## config.mk

```make
export PLATFORM = sky130hd
export DESIGN_NAME = cpu_fetch_decode
export DESIGN_NICKNAME = d
export VERILOG_FILES = /design/src/rtl/cpu_fetch_decode.sv
export SDC_FILE = /design/constraint.sdc
export NUM_CORES = 1
export LEC_CHECK = 0
export CAP_MARGIN = 5
export CORE_MARGIN = 1
export CORE_UTILIZATION = 43
export CTS_CLUSTER_SIZE = 24
export DETAILED_ROUTE_END_ITERATION = 10
export PLACE_DENSITY = 0.82
export SYNTH_ARGS = -nofsm -noshare
export SYNTH_HDL_FRONTEND = slang
export SYNTH_SLANG_ARGS = --single-unit
```

## constraint.sdc

```tcl
create_clock -name clk -period 2.16 [get_ports clk]
set_input_delay 0.432 -clock clk [delete_from_list [all_inputs] [get_ports clk]]
set_output_delay 0.432 -clock clk [all_outputs]
set_load 0.05 [all_outputs]
```

## src/rtl/cpu_fetch_decode.sv

```systemverilog
// cpu_fetch_decode: PC, synchronous-ROM fetch, decode and valid/ready issue to the ALU stage.
// Optional COND_BRANCH_EN: a JUMP with bit 29 set is taken only when alu_zero is high at accept.
module cpu_fetch_decode #(
    parameter int ADDR_W = 8
) (
    input  logic              clk,
    input  logic              rst,
    output logic [ADDR_W-1:0] rom_addr,
    output logic              rom_en,
    input  logic [31:0]       rom_data,
    input  logic              alu_zero,
    output logic              dec_valid,
    input  logic              dec_ready,
    output logic [2:0]        alu_op,
    output logic [4:0]        rd_addr,
    output logic [4:0]        rs1_addr,
    output logic [4:0]        rs2_addr,
    output logic [31:0]       imm,
    output logic              a_sel_imm,
    output logic              wr_en,
    output logic              halted,
    output logic [ADDR_W-1:0] pc
);
    typedef enum logic [1:0] {S_FETCH, S_WAIT, S_ISSUE, S_HALT} state_t;
    state_t state, state_nxt;
    logic [ADDR_W-1:0] pc_nxt, jmp_tgt;
    logic [1:0] cls;
    logic is_jump, is_halt, jmp_cond, take;
    assign cls = rom_data[31:30];
`ifdef COND_BRANCH_EN
    assign take = is_jump && (!jmp_cond || alu_zero);
`else
    logic unused_cond;
    assign unused_cond = alu_zero ^ jmp_cond;
    assign take = is_jump;
`endif
    assign rom_addr = pc;
    assign rom_en = state == S_FETCH && !rst;
    assign dec_valid = state == S_ISSUE;
    assign halted = state == S_HALT;
    always_comb begin
        state_nxt = state;
        pc_nxt = pc;
        case (state)
            S_FETCH: state_nxt = S_WAIT;
            S_WAIT:  state_nxt = S_ISSUE;
            S_ISSUE: if (dec_ready) begin
                state_nxt = is_halt ? S_HALT : S_FETCH;
                pc_nxt = is_halt ? pc : take ? jmp_tgt : pc + ADDR_W'(1);
            end
            default: state_nxt = S_HALT;
        endcase
    end
    always_ff @(posedge clk or posedge rst)
        if (rst) begin
            state <= S_FETCH;
            pc <= '0;
        end else begin
            state <= state_nxt;
            pc <= pc_nxt;
        end
    // Decoded fields are captured while the ROM output is valid and then held through issue.
    always_ff @(posedge clk or posedge rst)
        if (rst) begin
            alu_op <= '0;
            rd_addr <= '0;
            rs1_addr <= '0;
            rs2_addr <= '0;
            imm <= '0;
            a_sel_imm <= 1'b0;
            wr_en <= 1'b0;
            is_jump <= 1'b0;
            is_halt <= 1'b0;
            jmp_cond <= 1'b0;
            jmp_tgt <= '0;
        end else if (state == S_WAIT) begin
            alu_op <= cls == 2'b00 ? rom_data[29:27] : 3'd0;
            rd_addr <= cls[1] ? 5'd0 : rom_data[26:22];
            rs1_addr <= cls == 2'b00 ? rom_data[21:17] : 5'd0;
            rs2_addr <= cls == 2'b00 ? rom_data[16:12] : 5'd0;
            imm <= cls == 2'b01 ? {{10{rom_data[21]}}, rom_data[21:0]} : 32'd0;
            a_sel_imm <= cls == 2'b01;
            wr_en <= !cls[1];
            is_jump <= cls == 2'b10;
            is_halt <= cls == 2'b11;
            jmp_cond <= rom_data[29];
            jmp_tgt <= rom_data[ADDR_W-1:0];
        end
endmodule
```

==> results of run 1 <==
[per-stage QoR]
| step | setup WS (ns) | instances | instance area [um^2] | hold WS, ns |
|---|---|---|---|---|
| after floorplan | 0.187 | 220 | 2680 | 0.471 |
| after global placement | 0.211 | 375 | 3680 | 0.460 |
| after detailed placement | 0.125 | 375 | 3680 | 0.472 |
| after CTS | 0.00394 | 391 | 3910 | 0.488 |
| after global routing | 0.0262 | 391 | 3930 | 0.504 |
| final | 0.0793 | 391 | 3930 | 0.481 |
[cells in the final DEF (no fill, tap or decap), drive strengths merged, types with 2 or more instances in the layout]
cell | Yosys | layout
dfrtp | 62 | 62
dlygate4sd2 | 0 | 7
mux2i | 5 | 5
and3 | 2 | 2
buf | 26 | 10
mux2 | 10 | 10
inv | 5 | 5
a22o | 38 | 38
nor2 | 5 | 5
clkbuf | 7 | 13
nand2 | 13 | 13
a21oi | 4 | 4
nand3 | 2 | 2
nor3 | 2 | 2
a21o | 2 | 2
clkdlybuf4s50 | 0 | 89
dlymetal6s2s | 0 | 7
nand4 | 2 | 2
o21ai | 11 | 11
and2 | 3 | 3
bufinv | 0 | 2
nand2b | 10 | 10
[layer usage]
metal  vias to the layer above  global-route usage
met3                        10              0.0652
li1                        953                   -
met5                         -                   0
met4                         0              0.0732
met1                       985               0.237
met2                        68               0.310
[Yosys cell counts]
| library cell | n | share of area |
|---|---|---|
| and4_1 | 1 | 0.0033 |
| a21boi_0 | 1 | 0.0028 |
| nand3b_1 | 1 | 0.0028 |
| nor3b_4 | 1 | 0.0070 |
| inv_1 | 5 | 0.0070 |
| dfrtp_1 | 62 | 0.58 |
| nor2_1 | 5 | 0.0070 |
| a22o_1 | 38 | 0.12 |
| nand2b_1 | 10 | 0.023 |
| o21ai_0 | 11 | 0.021 |
| mux2i_1 | 5 | 0.019 |
| a21oi_1 | 4 | 0.0075 |
| nor2b_1 | 1 | 0.0023 |
| buf_4 | 19 | 0.053 |
| nor3_1 | 1 | 0.0019 |
| a211o_1 | 1 | 0.0033 |
| clkbuf_1 | 7 | 0.0098 |
| mux2_2 | 10 | 0.042 |
| and3_1 | 2 | 0.0047 |
| nand2_1 | 13 | 0.018 |
| a311o_1 | 1 | 0.0037 |
| nand3_1 | 2 | 0.0037 |
| nand4_1 | 2 | 0.0047 |
| buf_2 | 4 | 0.0075 |
| and2_1 | 3 | 0.0070 |
| o211ai_1 | 1 | 0.0028 |
| buf_6 | 3 | 0.013 |
| a21o_1 | 2 | 0.0056 |
| nor4bb_1 | 1 | 0.0037 |
| a31o_2 | 1 | 0.0033 |
| nor3_2 | 1 | 0.0037 |
| ha_1 | 1 | 0.0047 |
[cell type report]
cell class,count,area (um^2),share of cell area
inverter,5,18.8,0.00478
tap,75,93.8,0.0239
sequential,62,1550,0.395
clock buffer,13,169,0.0430
clock inverter,3,65.1,0.0166
timing repair buffer,113,1130,0.287
multi-input combinational,120,900,0.229
[logic make-up after synthesis]
kind of cell / after synthesis / synth area share
flops: 62 / 0.578
compound gates: 60 / 0.173
simple gates: 44 / 0.0932
buf+inv: 38 / 0.0900
mux: 15 / 0.0606
fa+ha+maj: 1 / 0.00466
[final timing paths]
path	to	slack (ns)	from	cells past startpoint
worst min-delay path	rd_addr[0]	0.48	rd_addr[0]	2
min in group asynchronous	rd_addr[0]	0.52	rst	3
worst max-delay path	pc[5]	0.08	pc[5]	1
worst max register to register	rs2_addr[1]	0.44	state[1]	3
worst min register to register	rd_addr[0]	0.48	rd_addr[0]	2
max in group asynchronous	imm[30]	1.30	rst	3
[state kept, by name, summed over array words and instances (netlist names)]
signal	flops
a_sel_imm	1
jmp_tgt	8
imm	22
state	2
rd_addr	5
pc	8
rs2_addr	5
rs1_addr	5
wr_en	1
alu_op	3
is_jump	1
is_halt	1
[timing repair]
| item | CTS | global route |
|---|---|---|
| setup endpoints to repair | 12 | 7 |
| pin swaps | 0 | 0 |
| resized for setup | 7 | 7 |
==> impl_metrics.toml, run 1 <==
[synth]
postSynthNetCount = 257
yosysSeqAreaShare = 0.578
synthDistinctLibCells = 32
synth_area_um2 = 2680
ys_warn_count = 0
syn_inst = 220
ys_ff_latch = 62
avgSynthCellArea_um2 = 12.2

[detailed_routing]
via_count = 2016
met1_length_mm = 2.55
routedWlPerCell_um = 15.0
drt-pass1-iter-count = 4
routed_wl_mm = 5.87
dr.max_layer_used = "met4"
ant_nets = 0
wl_met3_um = 352
wl_met2_mm = 2.88
initialDrtViolationCount = 87
viasPerCell = 5.16
remaining_drc_errors = 0

[global_routing]
grt_pass1_vias = 1921
gr-usage-all-layers = 0.192
overflow = 0
grt_pass1_wl_mm = 9.35
grt_max_degree = 45
antenna_found_initial = 0

[final_layout]
area_delta_synth_final_pct = 46.2
fill_cells = 466
drive_gt1_frac = 0.130
utilization = 0.659
nets = 348
diodes = 0

[die]
dieArea_um2 = 6560
die_h_um = 81
die_x_um = 81
start_util = 0.451
fp.coreArea_um2 = 5960
ios = 107
rows = 28

[setup_path]
cpMaxStageDelayCell = "clkdlybuf4s50_1"
crit_family = "buffers and inverters"
cp-end-kind = "output port"
cpPeakStageDelay_ns = 0.86
cp_cell_sequence = "clkdlybuf4s50_1"
crit_path_max_fanout = 7
cp-start-kind = "register"
arrival_ns = 1.65
path_class = "reg2out"
crit_buf_inv = 1
required_ns = 1.73

[clocking]
cts.sinks = 62
h-tree-depth = 3
clk_pin_slew_ns = 0.07
cts_tree = "built"
numCtsBuffers = 9
clk_latency_ns = 0.33
clockRootBuffer = "clkbuf_8"
clock_path_buffers = 2
cts_hold_buf = 0
post-cts-setup-buffers = 0

[sta]
clock_skew_ns = 0.0124
slew_headroom = 0.387
slew_viol_final = 0
setup_violations = 0
worst_pin_slew_ns = 0.914
rsz0062_at_grt = "false"
layout_worst_path_cycle_share = 0.963
tns_ns = 0
fin_crit_ns = 2.08
hold_viol = 0
max_freq_mhz = 481

[place]
place.gp.congestion = 0.771
dpl.hpwl_mm = 4.13
port_buffers = 105

[outcome]
status = "finished clean"

[hold_path]
hold_class = "reg2reg"

[run]
maxCapViolCount = 0
Power of run 1 is left out: the tool's default activity adds up to more than one toggle a clock period on the data nets, which glitch-free logic cannot reach.
==> run 2, diff against run 1 <==
--- a/config.mk
+++ b/config.mk
@@ -10,7 +10,8 @@
 export CORE_UTILIZATION = 43
 export CTS_CLUSTER_SIZE = 24
 export DETAILED_ROUTE_END_ITERATION = 10
-export PLACE_DENSITY = 0.82
+export PLACE_DENSITY = 0.91
+export SETUP_SLACK_MARGIN = 0.4
 export SYNTH_ARGS = -nofsm -noshare
 export SYNTH_HDL_FRONTEND = slang
 export SYNTH_SLANG_ARGS = --single-unit
==> run 2 against run 1 <==
  * Clock skew down 0.0020 ns
  * Non-clock buffer count unchanged
  * Count of clock-buffer cells in the layout down 4
  * Setup slack better by 0.37 ns
  * Cell count unchanged
  * Routed wire length up 2.7%
  * Register-to-register slack better by 0.22 ns
  * Sequential cell count unchanged
  * Critical endpoint is now pc[3]
  * First-iteration DRC count up 49%
==> impl_metrics.toml, run 2 (synthesized netlist as in run 1, its figures left out) <==
[outcome]
status = "finished clean"

[place]
dp.cells = 375
place.gp.congestion = 0.750
port_buffers = 105
dpl.hpwl_mm = 4.18

[clocking]
cts.sinks = 62
h-tree-depth = 3
clk_latency_ns = 0.33
clk_pin_slew_ns = 0.08
clock_path_buffers = 2
cts_hold_buf = 0
cts_tree = "built"
numCtsBuffers = 9
clockRootBuffer = "clkbuf_8"

[global_routing]
grt_pass1_vias = 2011
grt_pass1_wl_mm = 9.80
antenna_found_initial = 0
overflow = 0
grt_max_degree = 63
gr-usage-all-layers = 0.200

[run]
maxCapViolCount = 0

[sta]
max_freq_mhz = 584
fin_crit_ns = 1.71
hold_viol = 0
worst_pin_slew_ns = 0.626
slew_headroom = 0.583
clock_skew_ns = 0.0104
setup_violations = 0
tns_ns = 0
rsz0062_at_grt = "true"
layout_worst_path_cycle_share = 0.792
slew_viol_final = 0

[detailed_routing]
via_count = 2013
drt-pass1-iter-count = 4
ant_nets = 0
viasPerCell = 5.15
routedWlPerCell_um = 15.4
initialDrtViolationCount = 130
routed_wl_mm = 6.02
remaining_drc_errors = 0

[setup_path]
cp-start-kind = "register"
cp_cell_sequence = "dlygate4sd2_1"
required_ns = 1.73
path_class = "reg2out"
crit_family = "buffers and inverters"
cpPeakStageDelay_ns = 0.55
arrival_ns = 1.28
crit_path_max_fanout = 5
cpMaxStageDelayCell = "dlygate4sd2_1"
cp-end-kind = "output port"
crit_buf_inv = 1

[final_layout]
regMostFlops = "imm"
final_cell_mix = "dfrtp_1, dlygate4sd2_1, a22o_1"
final_common_cell = "dfrtp_1"
diodes = 0
area_delta_synth_final_pct = 45.2
fill_cells = 471
largest_reg_flops = 22
drive_gt1_frac = 0.212
final_cells = 391
reg.largest.list = "imm (22), jmp_tgt (8), pc (8)"
nets = 348

[hold_path]
hold_class = "reg2reg"

[die]
dieArea_um2 = 6560
fp.coreArea_um2 = 5960
rows = 28
start_util = 0.451
ios = 107
die_h_um = 81
die_x_um = 81
-- run 2: cell count changes in the layout (fill, tap and decap cells not counted), moves of 2 or more --
cell             delta
dlygate4sd2_1      +36
clkbuf_8            -3
clkinv_4            +3
clkdlybuf4s15_2    +13
bufinv_16           +2
clkdlybuf4s50_1    -55
clkdlybuf4s15_1     +3
clkbuf_2            +9
dlymetal6s2s_1      -7
-- run 2: timing repair --
| action | in CTS | in global routing |
|---|---|---|
| endpoints found under the setup margin | 68 | 35 |
| setup buffers | 0 | 0 |
| resized for setup | 99 | 18 |
-- run 2: layout make-up --
class                           count  area (um^2)  area share
Tap cell                           75         93.8      0.0241
Clock inverter                      7          146      0.0376
Timing Repair Buffer              113         1050       0.268
Multi-Input combinational cell    120          911       0.234
Clock buffer                        9          124      0.0318
Sequential cell                    62         1550       0.399
Inverter                            5         22.5     0.00578
-- run 2: final timing paths --
| kind | start | end | slack (ns) | cells past startpoint |
|---|---|---|---|---|
| worst min-delay path | a_sel_imm | a_sel_imm | 0.47 | 1 |
| worst max-delay path | pc[3] | pc[3] | 0.45 | 1 |
| max in group asynchronous | rst | imm[30] | 1.31 | 3 |
| worst max register to register | state[1] | jmp_tgt[2] | 0.66 | 3 |
| worst min register to register | a_sel_imm | a_sel_imm | 0.47 | 1 |
| min in group asynchronous | rst | pc[3] | 0.57 | 3 |
-- run 2: through the flow --
| step | util | setup WS [ns] | hold WS (ns) | instance area, um^2 |
|---|---|---|---|---|
| 2_1_floorplan | - | 0.571 | 0.471 | 2690 |
| 3_3_place_gp | 0.621 | 0.212 | 0.459 | 3700 |
| 3_5_place_dp | 0.621 | 0.155 | 0.466 | 3700 |
| 4_1_cts | 0.659 | 0.271 | 0.477 | 3930 |
| 5_1_grt | 0.654 | 0.396 | 0.487 | 3900 |
| 6_report | 0.654 | 0.449 | 0.473 | 3900 |
-- run 2: metal layers --
| metal | track usage | part of all wire | up-vias |
|---|---|---|---|
| li1 | - | - | 954 |
| met3 | 0.0404 | 0.046 | 12 |
| met5 | 0 | 0 | - |
| met1 | 0.243 | 0.41 | 981 |
| met4 | 0.0964 | 0.019 | 0 |
| met2 | 0.339 | 0.52 | 66 |
Power of run 2 is left out for the same reason.
